--- config.mk ---
export PLATFORM = sky130hd
export DESIGN_NAME = countdown_timer_flat
export DESIGN_NICKNAME = d
export VERILOG_FILES = /design/src/rtl/countdown_timer_if.sv /design/src/rtl/countdown_timer.sv /design/src/flat_wrapper.sv
export SDC_FILE = /design/constraint.sdc
export NUM_CORES = 1
export LEC_CHECK = 0
export ABC_AREA = 1
export BUFFER_PORTS_ARGS = -buffer_cell sky130_fd_sc_hd__buf_2
export CORE_ASPECT_RATIO = 1.75
export CORE_MARGIN = 5
export CORE_UTILIZATION = 31
export DETAILED_ROUTE_END_ITERATION = 12
export HOLD_SLACK_MARGIN = 0.12
export PLACE_DENSITY = 0.52
export SLEW_MARGIN = 10
export SYNTH_ARGS = -nofsm -noshare
export SYNTH_HDL_FRONTEND = slang
export SYNTH_SLANG_ARGS = --single-unit
--- constraint.sdc ---
create_clock -name clk -period 1.42 [get_ports clk]
set_input_delay 0.426 -clock clk [delete_from_list [all_inputs] [get_ports clk]]
set_output_delay 0.426 -clock clk [all_outputs]
set_load 0.05 [all_outputs]
--- src/rtl/countdown_timer_if.sv ---
// countdown_timer_if: control, setting and display signals of the egg-timer main counter.
// master: driver side (control FSM, setting counters, display).
// slave: the timer itself.
// Signals:
//   sec_pulse, enable, load       - strobe/enable/load from prescaler and control FSM
//   set_min_tens .. set_sec_ones  - BCD MM:SS value to load
//   min_tens .. sec_ones          - current BCD MM:SS count
//   timer_done, done_pulse, beep  - expiry level, expiry strobe, alarm drive
interface countdown_timer_if;
    logic       sec_pulse;
    logic       enable;
    logic       load;
    logic [3:0] set_min_tens;
    logic [3:0] set_min_ones;
    logic [3:0] set_sec_tens;
    logic [3:0] set_sec_ones;
    logic [3:0] min_tens;
    logic [3:0] min_ones;
    logic [3:0] sec_tens;
    logic [3:0] sec_ones;
    logic       timer_done;
    logic       done_pulse;
    logic       beep;
    modport master (
        output sec_pulse, enable, load, set_min_tens, set_min_ones, set_sec_tens, set_sec_ones,
        input  min_tens, min_ones, sec_tens, sec_ones, timer_done, done_pulse, beep
    );
    modport slave (
        input  sec_pulse, enable, load, set_min_tens, set_min_ones, set_sec_tens, set_sec_ones,
        output min_tens, min_ones, sec_tens, sec_ones, timer_done, done_pulse, beep
    );
endinterface

--- src/rtl/countdown_timer.sv ---
// countdown_timer: BCD MM:SS cooking-time counter, decremented once per second.
// Ports:
//   clk   - system clock
//   reset - synchronous active-high reset
//   bus   - countdown_timer_if.slave (load/enable/sec_pulse in, digits/done/beep out)
// Optional: define ALARM_BEEP_EN to build the post-expiry beep counter; otherwise beep is 0.
module countdown_timer #(
    parameter int MAX_MIN_TENS = 9,
    parameter int BEEP_SECONDS = 5
) (
    input logic clk,
    input logic reset,
    countdown_timer_if.slave bus
);
    typedef enum logic [1:0] {ZERO, ARMED, COUNTING} state_t;
    localparam logic [3:0] MT = 4'(MAX_MIN_TENS);
    if (MAX_MIN_TENS > 9 || BEEP_SECONDS < 1) begin : g_bad_param
        $error("countdown_timer: MAX_MIN_TENS must be <= 9 and BEEP_SECONDS >= 1");
    end
    state_t state, state_nx;
    logic [3:0] mt, mo, st, so;
    logic [3:0] l_mt, l_mo, l_st, l_so;
    logic [3:0] d_mt, d_mo, d_st, d_so;
    logic [3:0] mt_nx, mo_nx, st_nx, so_nx;
    logic min_clamp, sec_clamp, zero, dec, l_zero, d_zero, dp, dp_nx;
    always_comb begin
        sec_clamp = bus.set_sec_tens > 4'd5 || bus.set_sec_ones > 4'd9;
        min_clamp = bus.set_min_tens > MT || bus.set_min_ones > 4'd9;
        l_mt = min_clamp ? MT : bus.set_min_tens;
        l_mo = min_clamp ? 4'd9 : bus.set_min_ones;
        l_st = sec_clamp ? 4'd5 : bus.set_sec_tens;
        l_so = sec_clamp ? 4'd9 : bus.set_sec_ones;
        l_zero = {l_mt, l_mo, l_st, l_so} == 16'd0;
        zero = {mt, mo, st, so} == 16'd0;
        dec = bus.enable && bus.sec_pulse && !zero;
        // Chained borrow: each digit wraps only when every lower digit is 0.
        d_so = so == 4'd0 ? 4'd9 : so - 4'd1;
        d_st = so != 4'd0 ? st : st == 4'd0 ? 4'd5 : st - 4'd1;
        d_mo = {st, so} != 8'd0 ? mo : mo == 4'd0 ? 4'd9 : mo - 4'd1;
        d_mt = {mo, st, so} != 12'd0 ? mt : mt - 4'd1;
        d_zero = {d_mt, d_mo, d_st, d_so} == 16'd0;
        mt_nx = bus.load ? l_mt : dec ? d_mt : mt;
        mo_nx = bus.load ? l_mo : dec ? d_mo : mo;
        st_nx = bus.load ? l_st : dec ? d_st : st;
        so_nx = bus.load ? l_so : dec ? d_so : so;
        dp_nx = !bus.load && dec && d_zero;
        state_nx = bus.load ? (l_zero ? ZERO : ARMED) :
                   dec ? (d_zero ? ZERO : COUNTING) :
                   state == ZERO ? ZERO :
                   bus.enable ? COUNTING : ARMED;
    end
    always_ff @(posedge clk) begin
        if (reset) begin
            state <= ZERO;
            {mt, mo, st, so} <= 16'd0;
            dp <= 1'b0;
        end else begin
            state <= state_nx;
            {mt, mo, st, so} <= {mt_nx, mo_nx, st_nx, so_nx};
            dp <= dp_nx;
        end
    end
    assign bus.min_tens = mt;
    assign bus.min_ones = mo;
    assign bus.sec_tens = st;
    assign bus.sec_ones = so;
    assign bus.timer_done = zero;
    assign bus.done_pulse = dp;
`ifdef ALARM_BEEP_EN
    localparam int BW = $clog2(BEEP_SECONDS + 1);
    logic [BW-1:0] beep_cnt;
    logic beep_q;
    // Counts remaining sec_pulse events after expiry; beep toggles on each.
    always_ff @(posedge clk) begin
        if (reset || bus.load) begin
            beep_cnt <= '0;
            beep_q <= 1'b0;
        end else if (dp) begin
            beep_cnt <= BW'(BEEP_SECONDS);
            beep_q <= 1'b0;
        end else if (beep_cnt == '0) begin
            beep_q <= 1'b0;
        end else if (bus.sec_pulse) begin
            beep_cnt <= beep_cnt - 1'b1;
            beep_q <= ~beep_q;
        end
    end
    assign bus.beep = beep_q;
`else
    assign bus.beep = 1'b0;
`endif
endmodule

--- src/flat_wrapper.sv ---
// flat-port wrapper written by rule: the top's interface ports become plain ports
module countdown_timer_flat 
#(
    parameter int MAX_MIN_TENS = 9,
    parameter int BEEP_SECONDS = 5
)
  (clk, reset, bus_sec_pulse, bus_enable, bus_load, bus_set_min_tens, bus_set_min_ones, bus_set_sec_tens, bus_set_sec_ones, bus_min_tens, bus_min_ones, bus_sec_tens, bus_sec_ones, bus_timer_done, bus_done_pulse, bus_beep);
  countdown_timer_if bus_i ();
  input logic clk;
  input logic reset;
  input wire logic [$bits(bus_i.sec_pulse)-1:0] bus_sec_pulse;
  input wire logic [$bits(bus_i.enable)-1:0] bus_enable;
  input wire logic [$bits(bus_i.load)-1:0] bus_load;
  input wire logic [$bits(bus_i.set_min_tens)-1:0] bus_set_min_tens;
  input wire logic [$bits(bus_i.set_min_ones)-1:0] bus_set_min_ones;
  input wire logic [$bits(bus_i.set_sec_tens)-1:0] bus_set_sec_tens;
  input wire logic [$bits(bus_i.set_sec_ones)-1:0] bus_set_sec_ones;
  output wire logic [$bits(bus_i.min_tens)-1:0] bus_min_tens;
  output wire logic [$bits(bus_i.min_ones)-1:0] bus_min_ones;
  output wire logic [$bits(bus_i.sec_tens)-1:0] bus_sec_tens;
  output wire logic [$bits(bus_i.sec_ones)-1:0] bus_sec_ones;
  output wire logic [$bits(bus_i.timer_done)-1:0] bus_timer_done;
  output wire logic [$bits(bus_i.done_pulse)-1:0] bus_done_pulse;
  output wire logic [$bits(bus_i.beep)-1:0] bus_beep;
  assign bus_i.sec_pulse = bus_sec_pulse;
  assign bus_i.enable = bus_enable;
  assign bus_i.load = bus_load;
  assign bus_i.set_min_tens = bus_set_min_tens;
  assign bus_i.set_min_ones = bus_set_min_ones;
  assign bus_i.set_sec_tens = bus_set_sec_tens;
  assign bus_i.set_sec_ones = bus_set_sec_ones;
  assign bus_min_tens = bus_i.min_tens;
  assign bus_min_ones = bus_i.min_ones;
  assign bus_sec_tens = bus_i.sec_tens;
  assign bus_sec_ones = bus_i.sec_ones;
  assign bus_timer_done = bus_i.timer_done;
  assign bus_done_pulse = bus_i.done_pulse;
  assign bus_beep = bus_i.beep;
  countdown_timer #(.MAX_MIN_TENS(MAX_MIN_TENS), .BEEP_SECONDS(BEEP_SECONDS)) u_core (.clk(clk), .reset(reset), .bus(bus_i));
endmodule
== Yosys cells after proc, flatten, opt, wreduce, memory -nomap -nowiden ==
Index checks and enable logic that the tools add are counted.
Storage, ports and cells
  bits of input ports: 21
  ROM bits: 0
  latch bits: 0
  bits in registers: 17
  logic and storage cells: 48
  output and inout bits: 19
  bits in writable memories: 0
  memories: 0
Operators by class
  multipliers: 0
  divide/modulo/power cells: 0
  equal/unequal tests: 0
  add/subtract/negate cells: 4
  shift operators: 0
  order comparisons: 4
  bitwise gates (word level): 0
  mux-type cells: 18
  reductions and logical operators: 17
Operator list (count)
  $mux W4: 18
  $logic_not A16 Y1: 2
  $sub A4 B1 Y4 const B: 4
  $gt A4 B4 Y1 const B: 3
  $logic_not A4 Y1: 3
  $reduce_bool A12 Y1: 1
  $reduce_bool A8 Y1: 1
  $gt A4 B3 Y1 const B: 1
  $logic_and A1 B1 Y1: 4
  $reduce_bool A4 Y1: 1
  $logic_not A1 Y1: 2
  $logic_or A1 B1 Y1: 2
  $reduce_bool A2 Y1: 1

== Longest topological paths before layout ==
  depth after elaboration: 5
  gate-level depth with buffers: 11
  mapped depth without buffers: 11

== Worst setup path before layout ==
Ideal clock, no wire load.
  path type: register to output
  start point: register u_core.so[0] (netlist: u_core.bus.sec_ones[0])
  end point: output port bus_timer_done
  path slack: -0.759 ns
  stages on the path, launching flop included: 6
  data required time: 0.994 ns
  arrival time: 1.753 ns
  buffers on the path: 0
  path through: dfxtp_1 > nor2_4 > nand2_4 > nor2_8 > nand2_2 > nor2_1
On the way
  word-level cells in the longest chain between the ends: 1
RTL lines
  start: declaration: line countdown_timer.sv:21  | logic [3:0] mt, mo, st, so;
  start signal: assignment: line countdown_timer.sv:59  | {mt, mo, st, so} <= {mt_nx, mo_nx, st_nx, so_nx};
  $logic_not A16 Y1: line countdown_timer.sv:34  | zero = {mt, mo, st, so} == 16'd0;
  end: declaration: line flat_wrapper.sv:22  | output wire logic [$bits(bus_i.timer_done)-1:0] bus_timer_done;
Every way passes these cells.

== Worst setup path in the final report ==
  start point: register u_core.st[1] (netlist: u_core.bus.sec_tens[1])
  end point: output port bus_timer_done
On the way
  word-level cells in the longest chain between the ends: 1
RTL lines (line)
  start: declaration: countdown_timer.sv:21
  start signal: assignment: countdown_timer.sv:59
  $logic_not A16 Y1: countdown_timer.sv:34
Every way passes these cells.

==> out/results.tsv <==
metric	value	unit
outcome	finished with violations	
failing checks	negative setup slack	
top cells by area, synth	dfxtp_1 (25%), nand2_1 (20%), nor2_1 (12%), nand3_1 (8.1%), o21ai_0 (6.6%)	
Mapped Area	1360	µm²
RSZ-0062 raised after global routing	yes	
layout cell share with drive strength beyond 1	46.5	%
Fin Hold WS	484	ps
Total Routed Length	4.79	mm
pwr/cell area	817	nW/µm²
Cell Rows	32	
Cells on Worst Hold Path	3	
async set or reset register ratio after synthesis	0	%
origin of the worst min-delay path	bus_set_min_ones[0]	
WP data arrival	1260	ps
DRT iter0 DRCs	47	
Yosys warnings	0	
Vias	1785	
Critical Path Slowest Stage Cell	dfxtp_4	
part of the Yosys area used for sequential elements	25.0	%
initial antenna violation count	0	
period utilization	119	%
critical path class	reg -> out	
root buffer cell	clkbuf_8	
worst setup margin	-270	ps
GR Overflow Total	0	
Core ar.	4320	µm²
maximum buffer depth of the clock tree	2	
Clock Sinks	17	
drt wl/cell	12.7	µm
clk_lat worst skew	260	ps
number of flops mapped to enable cells by yosys	0	
Post-CTS Hold Fix Bufs	0	
Synth Instances	234	
max cap viols	0	
I/O Buffers	38	
startpoint of the worst register-to-register path	u_core.bus.sec_tens[1]	
Post-DP HPWL	3.76	mm
Min-Delay Endpoint	u_core.bus.min_ones[0]	
post-route insts no fill	376	
power after layout	1940	µW
maximum vdd ir drop	0.552	mV
Antenna Nets Post-Route	0	
Slew Viols, Final	0	
Post-synth top cells	nand2_1 (72), nor2_1 (43), inv_1 (24)	
register bit total from synthesis	17	
share of the synthesized area in the top cell type	25.0	%
setup slack, reg-to-reg	-140	ps
Tmin final	1690	ps
FILL cells	458	
startpoint types	flip-flop	
crit-path max cell delay	350	ps
GRT met1 Usage	18.5	%
Yosys top cell by area	dfxtp_1	
Netlist cell types	22	
M2 GR Usage	32.8	%
global-route usage over all layers	17.2	%
GR Util met3	1.99	%
Max H-tree Level	1	
final net count	349	
Place WS	-149	ps
endpoints failing hold	0	
WP data required	990	ps
DRC errors left	0	
Worst Path Max Fanout	2	
area delta synth->final	75.0	%
kind of end point of the critical path	output port	
Initial Utilization	31.4	%
GRT busiest layer	met2	
largest net degree at the start of global routing	15	
Vias per Instance	4.75	
diode count	0	
Worst R2R End	u_core.bus.sec_tens[2]	
Die H	97.6	µm
first drt pass iteration count	4	
Hold Crit Class	in -> reg	
syn_nets	257	
ys flop type	dfxtp_1	
worst path cell trace	nor2_4 -> nand2_4 -> nor2_8 -> nand2_4 -> nor2_4 -> buf_8	
first-pass GRT wire length	7.85	mm
Fmax	0.592	GHz
final clock skew	2.16	ps
count leader, synth	nand2_1	
# setup viols final	18	
dpl cells	361	
chip width	60.0	µm
Register-to-Register Path Depth	12	
Avg Inst Size Synth	5.81	µm²
CTS tree	yes	
static leakage	0.00116	µW
vias in the first global route	1748	
clock slew at reported path FFs	70	ps
Ports	40	
Num CTS Buffers	3	
RD Place Congestion	0.808	
die area	5860	µm²
-- worst max-delay path, delay by kind of cell (launching register included) --
| family | cells | cell delay (ps) |
|---|---|---|
| buffers and inverters | 1 | 150 |
| AND/OR/NAND/NOR | 5 | 490 |
| flip-flops | 1 | 350 |
-- power by group --
group / switching, µW / internal (µW)
sequential: 33.0 / 505
combinational: 587 / 439
clock: 179 / 200
-- timing repair --
| item | 4_1_cts | 5_1_grt |
|---|---|---|
| pin swaps | 12 | 18 |
| cloned | 2 | 0 |
| resized for setup | 28 | 42 |
| endpoints found under the setup margin | 26 | 24 |
| setup buffers | 4 | 5 |
| endpoints found under the hold margin | 0 | 0 |
-- how the worst max path moves through the flow --
| stage | start | end | slack [ps] | cells after the start |
|---|---|---|---|---|
| final | u_core.bus.sec_tens[1] | bus_timer_done | -270 | 6 |
| after floorplan | u_core.bus.sec_ones[1] | bus_timer_done | -170 | 5 |
| after detailed placement | u_core.bus.min_ones[0] | u_core.bus.sec_tens[2] | -150 | 11 |
| after CTS | u_core.bus.sec_ones[0] | bus_timer_done | -260 | 6 |
| after global placement | bus_set_sec_ones[2] | u_core.bus.sec_tens[2] | -150 | 7 |
| after global routing | u_core.bus.sec_tens[1] | bus_timer_done | -300 | 6 |
-- per-layer routing --
layer  wire, µm  share of wire (%)
met5          0                  0
met4        144                3.0
met3        196                4.1
met2       2720                 57
met1       1730                 36
-- area by class of cell --
cell class | instances | area [µm²] | share of cell area [%]
clock buffer | 4 | 45.0 | 1.89
timing repair buffer | 91 | 674 | 28.4
inverter | 24 | 95.1 | 4.00
tap | 51 | 63.8 | 2.68
sequential | 17 | 388 | 16.3
multi-input combinational | 189 | 1110 | 46.8
-- through the flow --
step,setup TNS [ps],util (%),area [µm²]
5_1_grt,-3310,55.0,2380
3_5_place_dp,-1870,46.0,1990
6_report,-2170,55.0,2380
4_1_cts,-1400,50.2,2170
2_1_floorplan,-473,-,1450
3_3_place_gp,-1320,46.0,1990
-- sequential cells by signal, summed over array words and instances (netlist names) --
name / flops
u_core.bus.min_tens: 4
u_core.bus.sec_ones: 4
u_core.bus.min_ones: 4
u_core.bus.sec_tens: 4
u_core.bus.done_pulse: 1
-- placed cells by master, fill, tap and decap left out, drive strengths merged --
master / n
inv: 24
nor3: 1
buf: 86
xor2: 2
ha: 2
conb: 1
nor2: 46
a21oi: 12
o21ai: 20
clkbuf: 9
nor4: 1
nand3: 22
dfxtp: 17
nand4: 2
nand2: 80
-- cell families after synthesis --
family          after synthesis  share of synthesized area (%)
other cells                   1                          0.276
flops                        17                           25.0
xor+xnor                      2                           1.29
compound gates               32                           11.8
fa+ha+maj                     2                           1.84
simple gates                150                           50.1
buf+inv                      30                           9.67
(Power assumes the default switching activity.)
